## config.mk

```make
export PLATFORM = sky130hd
export DESIGN_NAME = keypad_scan_debounce_flat
export DESIGN_NICKNAME = d
export VERILOG_FILES = /design/src/rtl/keypad_pkg.sv /design/src/rtl/keypad_if.sv /design/src/rtl/keypad_row_scanner.sv /design/src/rtl/keypad_scan_debounce.sv /design/src/flat_wrapper.sv
export SDC_FILE = /design/constraint.sdc
export NUM_CORES = 1
export LEC_CHECK = 0
export BUFFER_PORTS_ARGS = -buffer_cell sky130_fd_sc_hd__buf_2
export CAP_MARGIN = 5
export CORE_MARGIN = 2
export CORE_UTILIZATION = 61
export CTS_CLUSTER_DIAMETER = 50
export DETAILED_ROUTE_END_ITERATION = 16
export PLACE_DENSITY = 0.88
export SKIP_CTS_REPAIR_TIMING = 1
export SYNTH_ARGS = -nofsm -noshare
export SYNTH_HDL_FRONTEND = slang
export SYNTH_HIERARCHICAL = 1
export SYNTH_SLANG_ARGS = --single-unit
```

## constraint.sdc

```tcl
create_clock -name clk -period 17.04 [get_ports clk]
set_input_delay 0 -clock clk [delete_from_list [all_inputs] [get_ports clk]]
set_output_delay 0 -clock clk [all_outputs]
set_load 0.005 [all_outputs]
```

## src/rtl/keypad_pkg.sv

```systemverilog
// Shared types and constants for the matrix keypad scanner.
// Holds the debounce FSM states, frame classes, the "no key" code and the 4x4 legend map.
package keypad_pkg;

    typedef enum logic [1:0] {
        IDLE,
        DEBOUNCE,
        PRESSED,
        RELEASE_DB
    } kp_state_e;

    typedef enum logic [1:0] {
        FR_NONE,
        FR_SINGLE,
        FR_MULTI
    } frame_class_e;

    // All-ones at any code width; users slice the low KEY_W bits.
    localparam logic [31:0] KEY_NONE = '1;

    localparam logic [4:0] LEGEND [16] = '{
        5'd1,  5'd2, 5'd3,  5'd10,
        5'd4,  5'd5, 5'd6,  5'd11,
        5'd7,  5'd8, 5'd9,  5'd12,
        5'd15, 5'd0, 5'd14, 5'd13
    };

    function automatic logic [4:0] legend_4x4(input logic [1:0] r, input logic [1:0] c);
        return LEGEND[{r, c}];
    endfunction

endpackage

```

## src/rtl/keypad_if.sv

```systemverilog
// Key event channel: valid/ready handshake plus held level, release and overrun strobes.
interface keypad_if #(
    parameter int KEY_W = 5
) ();
    logic [KEY_W-1:0] key_code;
    logic             key_valid;
    logic             key_ready;
    logic             key_held;
    logic             key_release;
    logic             overrun;

    modport master (
        output key_code, key_valid, key_held, key_release, overrun,
        input  key_ready
    );

    modport slave (
        input  key_code, key_valid, key_held, key_release, overrun,
        output key_ready
    );
endinterface

```

## src/rtl/keypad_row_scanner.sv

```systemverilog
// Scan-rate divider, one-hot row drive and whole-frame column capture.
// frame_bits bit r*COLS+c is row r / column c; it is valid in the frame_done cycle.
module keypad_row_scanner #(
    parameter int ROWS     = 4,
    parameter int COLS     = 4,
    parameter int SCAN_DIV = 6000
) (
    input  logic                 clk,
    input  logic                 rst_n,
    input  logic [COLS-1:0]      col_bits,
    output logic [ROWS-1:0]      fila,
    output logic                 frame_done,
    output logic [ROWS*COLS-1:0] frame_bits
);
    localparam int DIV_W = $clog2(SCAN_DIV);
    localparam int ROW_W = (ROWS > 1) ? $clog2(ROWS) : 1;

    logic [DIV_W-1:0]     div_q, div_d;
    logic [ROW_W-1:0]     row_q, row_d;
    logic [ROWS-1:0]      fila_q, fila_d;
    logic [ROWS*COLS-1:0] acc_q, acc_d;
    logic                 scan_tick;

    // NOTE: every variable gets a default before any branch so no latch is inferred.
    always_comb begin
        scan_tick = (div_q == DIV_W'(SCAN_DIV - 1));
        div_d     = scan_tick ? '0 : div_q + DIV_W'(1);
        row_d     = row_q;
        acc_d     = acc_q;
        if (scan_tick) begin
            acc_d[int'(row_q)*COLS +: COLS] = col_bits;
            row_d = (row_q == ROW_W'(ROWS - 1)) ? '0 : row_q + ROW_W'(1);
        end
        fila_d = '0;
        fila_d[ROWS-1-int'(row_d)] = 1'b1;
        frame_done = scan_tick && (row_q == ROW_W'(ROWS - 1));
        frame_bits = acc_d;
    end

    // NOTE: state registers use non-blocking assignments so every flop samples pre-edge values.
    always_ff @(posedge clk or negedge rst_n) begin
        if (!rst_n) begin
            div_q  <= '0;
            row_q  <= '0;
            fila_q <= ROWS'(1) << (ROWS - 1);
            acc_q  <= '0;
        end else begin
            div_q  <= div_d;
            row_q  <= row_d;
            fila_q <= fila_d;
            acc_q  <= acc_d;
        end
    end

    assign fila = fila_q;
endmodule

```

## src/rtl/keypad_scan_debounce.sv

```systemverilog
// Matrix keypad front end: column synchroniser, frame classifier, press/release
// debounce FSM and a single-entry event register behind a valid/ready handshake.
module keypad_scan_debounce
    import keypad_pkg::*;
#(
    parameter int ROWS           = 4,
    parameter int COLS           = 4,
    parameter int SCAN_DIV       = 6000,
    parameter int DEBOUNCE_SCANS = 4,
    parameter int KEY_W          = 5,
    parameter int MAP_LEGEND     = 1
) (
    input  logic            clk,
    input  logic            rst_n,
    input  logic [COLS-1:0] columna,
    output logic [ROWS-1:0] fila,
    keypad_if.master        evt
);
    localparam int N     = ROWS * COLS;
    localparam int IDX_W = (N > 1) ? $clog2(N) : 1;
    localparam int CNT_W = $clog2(DEBOUNCE_SCANS + 1);

    logic [COLS-1:0]  sync1_q, sync2_q, col_bits;
    logic             frame_done;
    logic [N-1:0]     frame_bits;
    frame_class_e     frame_class;
    logic [IDX_W-1:0] hit_idx;
    int               hits;

    kp_state_e        state_q, state_d;
    logic [CNT_W-1:0] cnt_q, cnt_d;
    logic [IDX_W-1:0] cand_q, cand_d;
    logic             confirm;
    logic             valid_q, valid_d, overrun_q, overrun_d, release_q, release_d;
    logic [KEY_W-1:0] code_q, code_d;
    logic             accept;

    function automatic logic [KEY_W-1:0] code_of(input logic [IDX_W-1:0] idx);
        int unsigned r, c;
        r = int'(idx) / COLS;
        c = int'(idx) % COLS;
        if (MAP_LEGEND == 1 && ROWS == 4 && COLS == 4)
            return KEY_W'(legend_4x4(r[1:0], c[1:0]));
        return KEY_W'(idx);
    endfunction

    // Column pins are wired in reverse order relative to the column index.
    always_comb begin
        for (int c = 0; c < COLS; c++) col_bits[c] = sync2_q[COLS-1-c];
    end

    keypad_row_scanner #(.ROWS(ROWS), .COLS(COLS), .SCAN_DIV(SCAN_DIV)) u_scanner (
        .clk        (clk),
        .rst_n      (rst_n),
        .col_bits   (col_bits),
        .fila       (fila),
        .frame_done (frame_done),
        .frame_bits (frame_bits)
    );

    always_comb begin
        hits    = 0;
        hit_idx = '0;
        for (int i = 0; i < N; i++) begin
            if (frame_bits[i]) begin
                hits++;
                hit_idx = IDX_W'(i);
            end
        end
        frame_class = (hits == 0) ? FR_NONE : (hits == 1) ? FR_SINGLE : FR_MULTI;
    end

    always_comb begin
        state_d   = state_q;
        cnt_d     = cnt_q;
        cand_d    = cand_q;
        confirm   = 1'b0;
        release_d = 1'b0;
        if (frame_done) begin
            unique case (state_q)
                IDLE: if (frame_class == FR_SINGLE) begin
                    cand_d  = hit_idx;
                    cnt_d   = CNT_W'(1);
                    confirm = (DEBOUNCE_SCANS == 1);
                    state_d = confirm ? PRESSED : DEBOUNCE;
                end
                DEBOUNCE: if (frame_class == FR_SINGLE && hit_idx == cand_q) begin
                    cnt_d = cnt_q + CNT_W'(1);
                    if (cnt_d == CNT_W'(DEBOUNCE_SCANS)) begin
                        confirm = 1'b1;
                        state_d = PRESSED;
                    end
                end else if (frame_class == FR_SINGLE) begin
                    cand_d = hit_idx;
                    cnt_d  = CNT_W'(1);
                end else begin
                    state_d = IDLE;
                end
                PRESSED: if (frame_class == FR_NONE) begin
                    cnt_d     = CNT_W'(1);
                    release_d = (DEBOUNCE_SCANS == 1);
                    state_d   = release_d ? IDLE : RELEASE_DB;
                end
                RELEASE_DB: if (frame_class == FR_NONE) begin
                    cnt_d = cnt_q + CNT_W'(1);
                    if (cnt_d == CNT_W'(DEBOUNCE_SCANS)) begin
                        release_d = 1'b1;
                        state_d   = IDLE;
                    end
                end else begin
                    state_d = PRESSED;
                end
                default: state_d = IDLE;
            endcase
        end
    end

    // An accept in the same cycle frees the slot, so a simultaneous confirm loads instead of overrunning.
    always_comb begin
        accept    = valid_q && evt.key_ready;
        valid_d   = valid_q;
        code_d    = code_q;
        overrun_d = 1'b0;
        if (accept) begin
            valid_d = 1'b0;
            code_d  = KEY_NONE[KEY_W-1:0];
        end
        if (confirm) begin
            if (!valid_q || accept) begin
                valid_d = 1'b1;
                code_d  = code_of(cand_d);
            end else begin
                overrun_d = 1'b1;
            end
        end
    end

    always_ff @(posedge clk or negedge rst_n) begin
        if (!rst_n) begin
            sync1_q   <= '0;
            sync2_q   <= '0;
            state_q   <= IDLE;
            cnt_q     <= '0;
            cand_q    <= '0;
            valid_q   <= 1'b0;
            code_q    <= KEY_NONE[KEY_W-1:0];
            overrun_q <= 1'b0;
            release_q <= 1'b0;
        end else begin
            sync1_q   <= columna;
            sync2_q   <= sync1_q;
            state_q   <= state_d;
            cnt_q     <= cnt_d;
            cand_q    <= cand_d;
            valid_q   <= valid_d;
            code_q    <= code_d;
            overrun_q <= overrun_d;
            release_q <= release_d;
        end
    end

    assign evt.key_code    = code_q;
    assign evt.key_valid   = valid_q;
    assign evt.key_held    = (state_q == PRESSED) || (state_q == RELEASE_DB);
    assign evt.key_release = release_q;
    assign evt.overrun     = overrun_q;
endmodule

```

## src/flat_wrapper.sv

```systemverilog
// flat-port wrapper written by rule: the top's interface ports become plain ports
module keypad_scan_debounce_flat import keypad_pkg::*;
#(
    parameter int ROWS           = 4,
    parameter int COLS           = 4,
    parameter int SCAN_DIV       = 6000,
    parameter int DEBOUNCE_SCANS = 4,
    parameter int KEY_W          = 5,
    parameter int MAP_LEGEND     = 1
)
  (clk, rst_n, columna, fila, evt_key_code, evt_key_valid, evt_key_held, evt_key_release, evt_overrun, evt_key_ready);
  keypad_if #(.KEY_W(KEY_W)) evt_i ();
  input  logic clk;
  input  logic rst_n;
  input  logic [COLS-1:0] columna;
  output logic [ROWS-1:0] fila;
  output wire logic [$bits(evt_i.key_code)-1:0] evt_key_code;
  output wire logic [$bits(evt_i.key_valid)-1:0] evt_key_valid;
  output wire logic [$bits(evt_i.key_held)-1:0] evt_key_held;
  output wire logic [$bits(evt_i.key_release)-1:0] evt_key_release;
  output wire logic [$bits(evt_i.overrun)-1:0] evt_overrun;
  input wire logic [$bits(evt_i.key_ready)-1:0] evt_key_ready;
  assign evt_key_code = evt_i.key_code;
  assign evt_key_valid = evt_i.key_valid;
  assign evt_key_held = evt_i.key_held;
  assign evt_key_release = evt_i.key_release;
  assign evt_overrun = evt_i.overrun;
  assign evt_i.key_ready = evt_key_ready;
  keypad_scan_debounce #(.ROWS(ROWS), .COLS(COLS), .SCAN_DIV(SCAN_DIV), .DEBOUNCE_SCANS(DEBOUNCE_SCANS), .KEY_W(KEY_W), .MAP_LEGEND(MAP_LEGEND)) u_core (.clk(clk), .rst_n(rst_n), .columna(columna), .fila(fila), .evt(evt_i));
endmodule
```

# Word level (Yosys, flattened, before mapping)
# Memory sizes are Yosys's and may differ from the RTL's.
# Cells that the tools add are included.
[totals]
out_inout_bits = 13
elab_cells = 144
mem_count = 1
reg_bits = 60
in_bits = 7
mem_bits_ro = 80
[memory_table]
columns = ["memory", "words", "word_bits", "read_ports", "rd_ports_with_merged_regs", "write_ports", "line", "source"]
rows = [
  ["(name not given)", 16, 5, 1, 0, 0, "keypad_pkg.sv:29", "return LEGEND[{r, c}];"],
]
[classes]
n_reduce_logical = 12
shift = 2
eq_ne = 15
bitwise = 1
n_lt_le_gt_ge = 3
muxes = 77
addsub = 20
[ops]
columns = ["op", "n"]
rows = [
  ["two-way mux 32 bit", 15],
  ["adder 32 x 2 -> 32 bit (second input constant)", 14],
  ["two-way mux 4 bit", 11],
  ["negation 4 -> 33 bit", 1],
  ["variable shift 4 x 33 -> 16 bit (first input constant)", 1],
  ["variable part select 4 x 33 -> 16 bit", 1],
  ["equality test 32 x 2 -> 1 bit (second input constant)", 1],
  ["logical NOT 32 bit", 1],
  ["two-way mux 5 bit", 6],
  ["two-way mux 2 bit", 13],
  ["two-way mux 3 bit", 8],
  ["two-way mux 1 bit", 17],
  ["bitwise mux 16 bit", 1],
  ["two-way mux 16 bit", 1],
  ["adder 13 x 1 -> 13 bit (second input constant)", 1],
  ["equality test 13 bit (second input constant)", 1],
  ["two-way mux 13 bit", 1],
  ["case mux 3 bit (4 select lines)", 1],
  ["case mux 2 bit (4 select lines)", 1],
  ["case mux 4 bit (2 select lines)", 1],
  ["equality test 2 bit (second input constant)", 3],
  ["!= test 2 x 1 -> 1 bit (second input constant)", 3],
  ["!= test 3 bit (second input constant)", 2],
  ["AND reduction 6 bit", 1],
  ["18 further kinds", 24],
]

# Depth between registers and ports, before layout
[logic_depth]
depth_word = 50
mapped_depth = 63
mapped_depth_nobuf = 62

# Hierarchy
# The synthesis kept the hierarchy.
[modules_own_cells]
columns = ["module", "seq_area_each_um2", "area_per_inst_um2", "instances", "cells_per_inst"]
rows = [
  ["keypad_scan_debounce", 631.9, 3384.5, 1, 394],
  ["keypad_row_scanner", 877.1, 1875.5, 1, 171],
]

# Worst setup path after synthesis
# No wires, ideal clock.
[synth_timing]
path_kind = "reg2reg"
startpoint = "register u_core.u_scanner.row_q[0]"
endpoint = "register u_core.code_q[2], in the netlist u_core/evt.key_code[2]"
period_less_slack_ns = 11.826
path_buffers = 1
path_stages_with_launch = 61
arrival_ns = 11.766
t_required_ns = 16.980
setup_slack_ns = 5.214
setup_time_ns = 0.060
path_cell_list = "dfrtp_1 > buf_6 > inv_1 > ha_1 > nor4bb_1 > nand2_1 > mux2i_1 > inv_1 > ha_1 > xor2_1 > ha_1 > nand2_1 > o21ai_0 > ha_1 > mux2_2 > ha_1 > a32oi_1 > nand2_1 > (+25 left out) > mux2_2 > ha_1 > mux2_2 > ha_1 > inv_1 > xnor2_1 > nor3b_1 > o21ai_0 > a211o_1 > nor3_2 > o21ai_2 > a211oi_4 > mux2i_1 > inv_1 > ha_1 > o31ai_1 > a21o_1 > o21a_1"
[synth_via]
word_cells_on_any_way = 74
cone_classes = "add/sub: 16; eq/ne: 4; shift: 2; mux: 47; bitwise: 1; reduce/logical: 3; memory: 1"
[synth_rtl]
columns = ["element", "line", "source"]
rows = [
  ["from (decl)", "keypad_row_scanner.sv:19", "logic [ROW_W-1:0] row_q, row_d;"],
  ["from (signal assigned)", "keypad_row_scanner.sv:49", "row_q <= row_d;"],
  ["negation 4 -> 33 bit *", "keypad_row_scanner.sv:31", "acc_d[int'(row_q)*COLS +: COLS] = col_bits;"],
  ["variable part select 4 x 33 -> 16 bit / variable shift 4 x 33 -> 16 bit (equally long branches)", "keypad_row_scanner.sv:31", ""],
  ["bitwise mux 16 bit *", "keypad_row_scanner.sv:31", ""],
  ["two-way mux 16 bit *", "keypad_row_scanner.sv:30", "if (scan_tick) begin"],
  ["via u_core.frame_bits[1]", "keypad_scan_debounce.sv:25", "logic [N-1:0] frame_bits;"],
  ["two-way mux 32 bit", "keypad_scan_debounce.sv:65", "if (frame_bits[i]) begin"],
  ["adder 32 x 2 -> 32 bit", "keypad_scan_debounce.sv:66", "hits++;"],
  ["two-way mux 32 bit", "keypad_scan_debounce.sv:65", ""],
  ["(+34 left out)", "-", ""],
  ["via u_core.cand_d[1]", "keypad_scan_debounce.sv:32", "logic [IDX_W-1:0] cand_q, cand_d;"],
  ["NOT 4 -> 5 bit (not written as such) *", "keypad_pkg.sv:29", ""],
  ["memory read (16 x 5 bit) *", "-", ""],
  ["two-way mux 5 bit (not written as such) * (2 in a row)", "keypad_pkg.sv:29", ""],
  ["two-way mux 5 bit *", "keypad_scan_debounce.sv:44", "return KEY_W'(idx);"],
  ["two-way mux 5 bit *", "keypad_scan_debounce.sv:129", "if (!valid_q || accept) begin"],
  ["two-way mux 5 bit *", "keypad_scan_debounce.sv:128", "if (confirm) begin"],
  ["via u_core.code_d[2]", "keypad_scan_debounce.sv:35", "logic [KEY_W-1:0] code_q, code_d;"],
  ["to (signal assigned)", "keypad_scan_debounce.sv:146", "code_q <= KEY_NONE[KEY_W-1:0];"],
  ["to (signal assigned)", "keypad_scan_debounce.sv:156", "code_q <= code_d;"],
  ["to (decl)", "keypad_scan_debounce.sv:35", ""],
]
# The timed path passes the listed nets; every way through them passes the cells marked *. The select of a mux whose other input is x is not followed.
# A chain may end at the register's enable or synchronous reset.

# Final worst setup path
[layout_timing]
startpoint = "register u_core.u_scanner.row_q[0]"
endpoint = "register u_core.code_q[1], in the netlist u_core/evt.key_code[1]"
# Same word-level chain as after synthesis.

==> impl_metrics.xml <==
<?xml version="1.0" encoding="UTF-8"?>
<metrics>
  <group name="placed_design">
    <metric name="detailedPlace.worstSlack" unit="ps">3540</metric>
    <metric name="postPlaceCellArea" unit="um^2">5400</metric>
    <metric name="post-dp-hpwl" unit="um">8340</metric>
    <metric name="gp_congestion" unit="">0.964</metric>
    <metric name="io_buffer_count" unit="">19</metric>
  </group>
  <group name="worst_setup_path">
    <metric name="regToRegSetupSlack" unit="ps">3440</metric>
    <metric name="crit_start" unit="">u_core/u_scanner/row_q[0]$_DFF_PN0_</metric>
    <metric name="worst-endpoint-required" unit="ps">17310</metric>
    <metric name="timing.critical_path.max_delay_family" unit="">adder cells</metric>
    <metric name="timing.critical_path.mode_cell" unit="">ha_1</metric>
    <metric name="worstSetupEndpointType" unit="">register</metric>
    <metric name="worst_path_max_delay_cell" unit="">dfrtp_1</metric>
    <metric name="critPathKind" unit="">reg -&gt; reg</metric>
    <metric name="critPathMaxFanout" unit="">14</metric>
    <metric name="worst_path_largest_cell_delay" unit="ps">580</metric>
    <metric name="cp_data_arrival_time" unit="ps">13870</metric>
    <metric name="startpoint_type" unit="">register</metric>
    <metric name="path_buf_inv" unit="">5</metric>
    <metric name="ff2ff_path_depth" unit="">59</metric>
    <metric name="crit-reg2reg-capture" unit="">u_core/evt.key_code[1]$_DFF_PN1_</metric>
    <metric name="crit-reg2reg-launch" unit="">u_core/u_scanner/row_q[0]$_DFF_PN0_</metric>
  </group>
  <group name="layout">
    <metric name="post_route_cells_drive_above_1_share" unit="">0.160</metric>
    <metric name="finish.utilization" unit="">0.682</metric>
    <metric name="design_area" unit="um^2">5660</metric>
    <metric name="fillers" unit="">581</metric>
    <metric name="design.final.nets" unit="">619</metric>
    <metric name="area.growth.synth_to_final" unit="%">7.56</metric>
    <metric name="ff_latch_area" unit="um^2">1510</metric>
    <metric name="insertedDiodeCount" unit="">0</metric>
    <metric name="area_occupied_by_multi_input_gates" unit="um^2">3470</metric>
  </group>
  <group name="timing">
    <metric name="final-hold-violation-count" unit="">0</metric>
    <metric name="highest_attainable_clock_frequency" unit="MHz">73.5</metric>
    <metric name="timing.max_slew.rel_slack" unit="">0.266</metric>
    <metric name="slew_viol_final" unit="">0</metric>
    <metric name="setup_viol" unit="">0</metric>
    <metric name="layout_worst_path_cycle_share" unit="">0.798</metric>
    <metric name="final_critical_path_setup_slack" unit="ps">3440</metric>
    <metric name="rsz0062_at_grt" unit="">no</metric>
    <metric name="tightest_slew" unit="ps">1070</metric>
    <metric name="finalSetupTns" unit="ps">0</metric>
    <metric name="finalClockSkew" unit="ps">19.3</metric>
    <metric name="post-route-min-period" unit="ps">13600</metric>
  </group>
  <group name="clock_network">
    <metric name="cts_tree" unit="">built</metric>
    <metric name="cts_root_buf" unit="">clkbuf_8</metric>
    <metric name="clk_pin_slew_worst_paths" unit="ps">80</metric>
    <metric name="clock_sink_count" unit="">60</metric>
    <metric name="clock_tree.buffer_depth" unit="">2</metric>
    <metric name="clock_tree.htree_level_count" unit="">3</metric>
    <metric name="clk_latency" unit="ps">350</metric>
    <metric name="cts_buffers" unit="">9</metric>
  </group>
  <group name="power">
    <metric name="p_leak" unit="uW">0.00259</metric>
    <metric name="internal_power" unit="uW">217</metric>
    <metric name="p_sw_frac" unit="">0.227</metric>
    <metric name="power_density" unit="nW/um^2">49.6</metric>
    <metric name="netSwitchingPower" unit="uW">63.6</metric>
    <metric name="seq_power_share" unit="">0.516</metric>
    <metric name="comb_power_share" unit="">0.019</metric>
    <metric name="max-vdd-ir-drop" unit="V">0.0000703</metric>
    <metric name="power.share.clock" unit="">0.465</metric>
  </group>
  <group name="route">
    <metric name="drt_wl_total" unit="um">11600</metric>
    <metric name="wire_per_inst" unit="um">16.8</metric>
    <metric name="first_pass_iters" unit="">6</metric>
    <metric name="num_vias" unit="">4344</metric>
    <metric name="drcViolationCount" unit="">0</metric>
    <metric name="detailedRoute.firstIterationViolations" unit="">365</metric>
    <metric name="postRouteAntennaNets" unit="">0</metric>
    <metric name="avg_vias_per_cell" unit="">6.28</metric>
  </group>
  <group name="die">
    <metric name="boundaryPins" unit="">20</metric>
    <metric name="core" unit="um^2">8300</metric>
    <metric name="dieArea" unit="um^2">9380</metric>
    <metric name="die-width" unit="um">96.9</metric>
    <metric name="die_height" unit="um">96.9</metric>
    <metric name="fp-row-count" unit="">33</metric>
    <metric name="effective_utilization_at_floorplan" unit="">0.634</metric>
  </group>
  <group name="synthesis">
    <metric name="synth_enable_flop_cells" unit="">0</metric>
    <metric name="synth_flop_cell" unit="">dfrtp_1</metric>
    <metric name="syn-mean-instance-area" unit="um^2">9.31</metric>
    <metric name="netlist-cell-type-count" unit="">90</metric>
    <metric name="netlist_instances" unit="">565</metric>
    <metric name="register_area_share_after_synthesis" unit="">0.287</metric>
    <metric name="cell_area_synth" unit="um^2">5260</metric>
    <metric name="async_flop_share" unit="">1.00</metric>
    <metric name="synth_seq_cells" unit="">60</metric>
    <metric name="synth.net_count" unit="">602</metric>
    <metric name="ys_warn_count" unit="">6</metric>
  </group>
  <group name="grt">
    <metric name="first_pass_grt_wire_length" unit="um">19400</metric>
    <metric name="grt_max_degree" unit="">61</metric>
    <metric name="grt_pass1_vias" unit="">4285</metric>
    <metric name="grt.overflow.total" unit="">0</metric>
    <metric name="grt_antenna_before_repair" unit="">0</metric>
    <metric name="gr-usage-all-layers" unit="">0.246</metric>
  </group>
  <group name="worst_hold_path">
    <metric name="whs_endpoint" unit="">u_core/sync1_q[2]$_DFF_PN0_</metric>
    <metric name="hold_class" unit="">in -&gt; reg</metric>
    <metric name="whs_path_depth" unit="">2</metric>
    <metric name="min-delay-start" unit="">columna[2]</metric>
  </group>
  <group name="job">
    <metric name="max-cap-violations" unit="">0</metric>
  </group>
  <group name="run_status">
    <metric name="outcome" unit="">finished clean</metric>
  </group>
</metrics>
-- per-stage QoR --
| stage | std cells | power, uW | hold WS, ps |
|---|---|---|---|
| after detailed placement | 670 | 152 | 110 |
| after floorplan | 565 | 147 | -296 |
| after CTS | 686 | 279 | -253 |
| after global placement | 670 | 151 | 110 |
| final | 692 | 280 | 303 |
| after global routing | 692 | 289 | 301 |
-- placed cells by master, fill, tap and decap left out, types with 12 or more instances in the layout --
cell type	instances
nor3_1	13
o21ai_0	19
ha_1	30
buf_2	19
nand3_1	17
nor2_1	37
mux2i_1	23
xnor3_1	12
a21oi_1	16
nand2_1	66
xor2_1	13
mux2_2	12
xnor2_1	23
inv_1	43
dfrtp_1	54
-- worst max-delay path by stage --
stage	endpoint	depth (start not counted)
after floorplan	u_core/evt.key_code[2]$_DFF_PN1_	60
after CTS	u_core/evt.key_code[1]$_DFF_PN1_	59
after global placement	u_core/evt.key_code[1]$_DFF_PN1_	59
final	u_core/evt.key_code[1]$_DFF_PN1_	59
after detailed placement	u_core/evt.key_code[2]$_DFF_PN1_	59
after global routing	u_core/evt.key_code[2]$_DFF_PN1_	59
-- power by group through the flow --
stage	combinational (uW)	clock, uW	sequential [uW]
after global placement	4.26	0	147
after CTS	4.47	130	145
after global routing	6.19	138	145
after detailed placement	4.45	0	147
final	5.36	130	145
after floorplan	0.404	0	147
-- layout make-up --
class,count,share of cell area
sequential,60,0.267
tap,105,0.0232
clock buffer,10,0.0243
timing repair buffer,28,0.0314
clock inverter,6,0.0113
multi-input combinational,437,0.613
inverter,46,0.0305
-- registers in the layout, indices dropped and copies added, names as in the netlist --
register                flops
u_core/u_scanner/acc_q     16
u_core/u_scanner/div_q     13
u_core/evt.key_code         5
u_core/cand_q               4
u_core/sync1_q              4
u_core/sync2_q              4
u_core/u_scanner/fila       4
u_core/cnt_q                3
u_core/state_q              2
u_core/u_scanner/row_q      2
u_core/evt.key_release      1
u_core/evt.key_valid        1
u_core/evt.overrun          1
-- worst reg2reg max path: cells and delay by family (launching register included) --
family / cells / cell delay (ps)
buffers and inverters: 5 / 620
AND/OR/NAND/NOR: 14 / 2090
AO/OA/AOI/OAI: 16 / 3250
multiplexers: 6 / 1880
XOR/XNOR: 2 / 290
flip-flops: 1 / 580
adder cells (fa/ha/maj): 16 / 4830
-- cell families (layout without fill, tap and decap cells) --
| family | after synthesis | after routing | share of synthesized area |
|---|---|---|---|
| and+or+nand+nor | 209 | 209 | 0.225 |
| AOI/OAI and AO/OA | 104 | 104 | 0.147 |
| buffers and inverters | 68 | 90 | 0.0542 |
| DFF | 60 | 60 | 0.287 |
| xor gates and xnor gates | 57 | 57 | 0.142 |
| muxes | 37 | 37 | 0.0742 |
| adders and majority gates | 30 | 30 | 0.0714 |
-- synthesized netlist by cell type (4+ instances only) --
library cell | instances | share of area
xnor3_1 | 12 | 0.051
clkbuf_1 | 14 | 0.010
inv_1 | 43 | 0.031
a21oi_1 | 16 | 0.015
dfstp_2 | 6 | 0.030
or3_1 | 10 | 0.012
nor4_4 | 5 | 0.020
nand2b_1 | 8 | 0.0095
nand3_1 | 17 | 0.016
nor3_1 | 13 | 0.012
nor2_1 | 37 | 0.026
ha_1 | 30 | 0.071
xor2_1 | 13 | 0.022
xnor2_1 | 23 | 0.038
or2_2 | 5 | 0.0059
o31ai_1 | 7 | 0.010
a2bb2oi_1 | 6 | 0.010
xnor2_2 | 6 | 0.019
mux2i_1 | 23 | 0.044
or4_1 | 4 | 0.0057
nand4_1 | 10 | 0.012
o21ai_0 | 19 | 0.018
nand2_1 | 66 | 0.047
and3_1 | 4 | 0.0048
o211ai_1 | 5 | 0.0071
dfrtp_1 | 54 | 0.26
mux2_2 | 12 | 0.026
-- layer usage --
metal	track usage	up-vias	share of wire
met3	0.0462	37	0.043
met4	0.0834	0	0.026
met5	0	-	0
li1	-	2058	-
met1	0.300	2103	0.42
met2	0.437	146	0.51
Power figures use the tool's default switching activity.
